==> src/rtl/load_store_align.sv <==
// Splits byte/half/word accesses at any alignment into one or two word-aligned memory
// transactions and right-justifies load data; stalls the pipeline while busy.
//   state | meaning
//   IDLE  | ready to accept a request
//   ACC0  | first (lower) word transaction in flight
//   ACC1  | second word transaction of a line-crossing access
//   RESP  | Done pulse, LoadData valid
module load_store_align #(
   parameter int ADDR_WIDTH = 32
) (
   input  logic                  clk,
   input  logic                  rst_n,
   input  logic                  ReqValid,
   output logic                  ReqReady,
   input  logic                  IsStore,
   input  logic [1:0]            Size,
   input  logic [ADDR_WIDTH-1:0] Addr,
   input  logic [31:0]           StoreData,
   output logic [31:0]           LoadData,
   output logic                  Done,
   output logic                  Stall,
   output logic                  MemReq,
   output logic                  MemWe,
   output logic [ADDR_WIDTH-1:0] MemAddr,
   output logic [3:0]            MemBe,
   output logic [31:0]           MemWData,
   input  logic                  MemAck,
   input  logic [31:0]           MemRData
);

   typedef enum logic [1:0] {IDLE = 2'd0, ACC0 = 2'd1, ACC1 = 2'd2, RESP = 2'd3} state_t;

   state_t                state_q;
   logic                  is_store_q;
   logic [1:0]            size_q;
   logic [1:0]            off_q;
   logic [7:0]            mask_q;
   logic [63:0]           wdata_q;
   logic                  split_q;
   logic [31:0]           rbuf_lo_q;
   logic                  mem_req_q;
   logic                  mem_we_q;
   logic [ADDR_WIDTH-1:0] mem_addr_q;
   logic [3:0]            mem_be_q;
   logic [31:0]           mem_wdata_q;
   logic [31:0]           load_data_q;
   logic                  done_q;

   logic [3:0]  base_mask;
   logic [7:0]  mask_d;
   logic [63:0] wdata_d;
   logic [63:0] rbuf_full;
   logic [31:0] rsel;
   logic [31:0] load_d;

   always_comb begin
      case (Size)
         2'b00:   base_mask = 4'b0001;
         2'b01:   base_mask = 4'b0011;
         default: base_mask = 4'b1111;
      endcase
      mask_d  = {4'b0000, base_mask} << Addr[1:0];
      wdata_d = {32'd0, StoreData} << {Addr[1:0], 3'b000};
      // The final beat's read data is folded in directly so LoadData is valid with Done.
      rbuf_full = (state_q == ACC1) ? {MemRData, rbuf_lo_q} : {32'd0, MemRData};
      rsel      = 32'(rbuf_full >> {off_q, 3'b000});
      case (size_q)
         2'b00:   load_d = {24'd0, rsel[7:0]};
         2'b01:   load_d = {16'd0, rsel[15:0]};
         default: load_d = rsel;
      endcase
   end

   always_ff @(posedge clk or negedge rst_n) begin
      if (!rst_n) begin
         state_q     <= IDLE;
         is_store_q  <= 1'b0;
         size_q      <= 2'b00;
         off_q       <= 2'b00;
         mask_q      <= 8'd0;
         wdata_q     <= 64'd0;
         split_q     <= 1'b0;
         rbuf_lo_q   <= 32'd0;
         mem_req_q   <= 1'b0;
         mem_we_q    <= 1'b0;
         mem_addr_q  <= '0;
         mem_be_q    <= 4'd0;
         mem_wdata_q <= 32'd0;
         load_data_q <= 32'd0;
         done_q      <= 1'b0;
      end else begin
         done_q <= 1'b0;
         case (state_q)
            IDLE: begin
               if (ReqValid) begin
                  is_store_q  <= IsStore;
                  size_q      <= Size;
                  off_q       <= Addr[1:0];
                  mask_q      <= mask_d;
                  wdata_q     <= wdata_d;
                  split_q     <= |mask_d[7:4];
                  mem_req_q   <= 1'b1;
                  mem_we_q    <= IsStore;
                  mem_addr_q  <= {Addr[ADDR_WIDTH-1:2], 2'b00};
                  mem_be_q    <= mask_d[3:0];
                  mem_wdata_q <= wdata_d[31:0];
                  state_q     <= ACC0;
               end
            end
            ACC0: begin
               if (MemAck) begin
                  if (split_q) begin
                     rbuf_lo_q   <= MemRData;
                     mem_addr_q  <= mem_addr_q + ADDR_WIDTH'(4);
                     mem_be_q    <= mask_q[7:4];
                     mem_wdata_q <= wdata_q[63:32];
                     state_q     <= ACC1;
                  end else begin
                     mem_req_q   <= 1'b0;
                     mem_we_q    <= 1'b0;
                     done_q      <= 1'b1;
                     load_data_q <= is_store_q ? 32'd0 : load_d;
                     state_q     <= RESP;
                  end
               end
            end
            ACC1: begin
               if (MemAck) begin
                  mem_req_q   <= 1'b0;
                  mem_we_q    <= 1'b0;
                  done_q      <= 1'b1;
                  load_data_q <= is_store_q ? 32'd0 : load_d;
                  state_q     <= RESP;
               end
            end
            RESP: begin
               state_q <= IDLE;
            end
            default: state_q <= IDLE;
         endcase
      end
   end

   assign ReqReady = (state_q == IDLE);
   assign Stall    = !ReqReady;
   assign MemReq   = mem_req_q;
   assign MemWe    = mem_we_q;
   assign MemAddr  = mem_addr_q;
   assign MemBe    = mem_be_q;
   assign MemWData = mem_wdata_q;
   assign LoadData = load_data_q;
   assign Done     = done_q;

endmodule

==> config.mk <==
export PLATFORM = sky130hd
export DESIGN_NAME = load_store_align
export DESIGN_NICKNAME = d
export VERILOG_FILES = /design/src/rtl/load_store_align.sv
export SDC_FILE = /design/constraint.sdc
export NUM_CORES = 1
export LEC_CHECK = 0
export ABC_AREA = 1
export BUFFER_PORTS_ARGS = -buffer_cell sky130_fd_sc_hd__buf_4
export CAP_MARGIN = 10
export CORE_MARGIN = 3
export CORE_UTILIZATION = 45
export CTS_CLUSTER_DIAMETER = 30
export DETAILED_ROUTE_END_ITERATION = 16
export PLACE_DENSITY_LB_ADDON = 0.3
export SLEW_MARGIN = 30
export SYNTH_ARGS = -nofsm -noshare
export SYNTH_HDL_FRONTEND = slang
export SYNTH_SLANG_ARGS = --single-unit
==> constraint.sdc <==
create_clock -name clk -period 2 [get_ports clk]
set_clock_uncertainty 0.05 [all_clocks]
set_input_delay 0.3 -clock clk [delete_from_list [all_inputs] [get_ports clk]]
set_output_delay 0.3 -clock clk [all_outputs]
set_load 0.1 [all_outputs]
==> metrics <==
status=finished clean; Compound-Gate Fraction of Synth Area=15.2%; Syn Area/Cell=6.93 um^2; number of detailed-routing iterations run before antenna repair=5; Tmin final=1.89 ns; GRT overflow=0; Initial Util=46.5%; Worst-path clk slew=0.07 ns; drt total wl=30.3 mm; Crit Path Category=register to register; crit path cell chain=inv_2, ha_2, buf_12, nor2_1, a21oi_1, buf_4, nand2_1, o21ai_0, nand2_1, nand3_1, nand2_1; crit-path leading delay family=buffers and inverters; Crit. End Element=register; crit-path max FO=16; row count=52; Synth async-reset ratio=100%; Post-Synth Adder-Cell Area=0.656%; clock tree buffer depth=2; CTS tree=yes; CP max-delay cell=dfrtp_1; EDFF count, synth=0; fill cell count=1903; CP max stage delay=0.42 ns; Slew headroom=62.4%; share of post-route cells with drive strength above 1=20.4%; largest family of logic cells by synthesized area=simple AND/OR/NAND/NOR gates; number of port buffers=205; HPWL after DPL=22.0 mm; CTS Sinks=168; Synth Instances=1376; vias in the first global route=9297; HP Class=input port to register; endpoints failing hold=0; die span in y=152 um; xor and xnor area share after synthesis=0.0919%; # IOs=208; clock latency on the worst-skew pair=0.43 ns; first-pass GRT wire length=48.0 mm; Avg Vias per Cell=5.39; cell area after synthesis=9530 um^2; Nets=1669; Final period util=94.5%; post-route ant nets=0; Cell variety after synth=39; clock buffer count from CTS=17; Overall Global Routing Usage=26.4%; Clock Tree Root=clkbuf_16; busiest grt layer=met2; grt met2 use=40.8%; unrepaired setup endpoints after global routing=no; die width=152 um; most frequent CP cell=nand2_1; H-tree levels=4; Synth Flop Type=dfrtp_1; Final GP Congestion=0.956; GRT met1 Usage=36.3%; Setup crit start kind=register; Avg WL per Cell=16.5 um; post-synthesis mux area share=0.945%; antenna cells=0; die area=23000 um^2; DRC Markers=0; Yosys reg bits=168; total number of yosys warnings=0; grt met3 use=6.25%; core area=20500 um^2; max cap viols=0; initial DRC count=1050; Final Slew Violations=0; initial antenna violation count=0; sequential area share after synthesis=44.1%; fmax=529 MHz; worst path bufs/invs=3; setup_tns=0 ns; P&R area growth vs syn=27.5%; worst slew pin tran=0.559 ns; worst path arrival time=2.16 ns; Setup Viol. Count Final=0; DR vias=9931; largest net degree at the start of global routing=65; simple-gate share of the synthesized area=30.8%; Req. time, crit path=2.28 ns
-- metal layers --
metal | share of wire (%) | vias up
li1 | - | 4778
met1 | 42 | 4556
met2 | 45 | 523
met3 | 9.6 | 74
met4 | 3.2 | 0
met5 | 0 | -
-- metrics by stage --
| stage | hold slack [ns] | instance area, um^2 | worst slack, ns | utilization [%] | cells |
|---|---|---|---|---|---|
| floorplan | -0.0456 | 9570 | 0.00815 | - | 1377 |
| global placement | 0.229 | 11500 | 0.0950 | 56.1 | 1809 |
| detailed placement | 0.229 | 11500 | 0.0469 | 56.1 | 1809 |
| CTS | 0.0983 | 12100 | 0.0398 | 59.0 | 1842 |
| global route | 0.121 | 12200 | 0.00389 | 59.3 | 1844 |
| finish | 0.111 | 12200 | 0.110 | 59.3 | 1844 |
-- cell usage after synthesis, types with 3 or more instances --
cell type    n  area (um^2)
o21ai_1      5         25.0
nor3_1       3         15.0
a21oi_1     37          185
nand4_1      3         18.8
o221ai_1     4         35.0
o22ai_1     11         68.8
o211ai_1     4         30.0
ha_1         5         62.6
o21ai_0    181          906
nor2_1      97          364
a31oi_1     21          131
mux2i_1      9         90.1
nand3b_1     8         60.1
nand3_1     68          340
dfrtp_1    168         4200
nor2_2       3         18.8
inv_1      109          409
o31ai_1      3         22.5
nand2_1    529         1990
nor2_4       3         33.8
buf_2       32          160
buf_1        3         11.3
clkbuf_1    40          150
or2_2       11         68.8
-- area by class of cell --
class | instances | area [um^2] | area share (%)
repair buffers | 243 | 1990 | 16.4
well taps | 270 | 338 | 2.78
inverters | 113 | 428 | 3.52
clock inverters | 14 | 133 | 1.09
flip-flops and latches | 168 | 4220 | 34.7
multi-input cells | 1018 | 4600 | 37.9
clock buffers | 18 | 439 | 3.61
-- worst register-to-register path: cells and delay by family, from the launching register on --
kind,cells,cell delay [ns]
buffers and inverters,3,0.45
adder cells (fa/ha/maj),1,0.24
flip-flops,1,0.42
AND/OR/NAND/NOR,5,0.32
AO/OA/AOI/OAI,2,0.30
-- flip-flops by register name (all words and copies together) (netlist names) --
signal      flops
MemWe           1
wdata_q        24
off_q           2
split_q         1
LoadData       32
rbuf_lo_q      32
MemBe           4
MemAddr        30
is_store_q      1
MemReq          1
size_q          2
state_q         2
mask_q          3
Done            1
MemWData       32
-- logic make-up after synthesis --
group,after synthesis
AO/OA/AOI/OAI,272
XOR/XNOR,1
adder cells (fa/ha/maj),5
buffers and inverters,191
flip-flops,168
multiplexers,9
other,1
AND/OR/NAND/NOR,729
-- final timing paths --
kind	startpoint	endpoint	slack (ns)	cells past startpoint
worst max-delay path	state_q[0]$_DFFE_PN0P_	LoadData[17]$_DFFE_PN0P_	0.11	11
worst min-delay path	Addr[7]	MemAddr[7]$_DFFE_PN0P_	0.11	3
worst max register to register	state_q[0]$_DFFE_PN0P_	LoadData[17]$_DFFE_PN0P_	0.11	11
worst min register to register	rbuf_lo_q[4]$_DFFE_PN0P_	rbuf_lo_q[4]$_DFFE_PN0P_	0.43	2
max in group asynchronous	rst_n	MemAddr[15]$_DFFE_PN0P_	0.90	3
min in group asynchronous	rst_n	MemAddr[29]$_DFFE_PN0P_	0.33	2
-- cells in the final DEF (no fill, tap or decap), types with 6 or more instances in the layout --
| master | count |
|---|---|
| inv_6 | 6 |
| mux2i_1 | 9 |
| clkbuf_16 | 17 |
| buf_12 | 12 |
| buf_4 | 227 |
| inv_1 | 106 |
| dfrtp_1 | 154 |
| or2_2 | 11 |
| nor2_1 | 96 |
| a31oi_1 | 21 |
| o21ai_1 | 8 |
| o22ai_1 | 11 |
| nand2_1 | 528 |
| nand3b_1 | 8 |
| a21oi_1 | 36 |
| dfrtp_2 | 14 |
| nand3_1 | 67 |
| o21ai_0 | 178 |
-- what timing repair did --
| action | 4_1_cts | 5_1_grt |
|---|---|---|
| setup buffers | 0 | 2 |
| hold endpoints to repair | 40 | 0 |
| hold buffers | 1 | 0 |
| endpoints found under the setup margin | 0 | 94 |
| resized for setup | 0 | 15 |
Power is not shown: default switching activity piles up to over one toggle a cycle in this logic, so the estimate is an artifact.
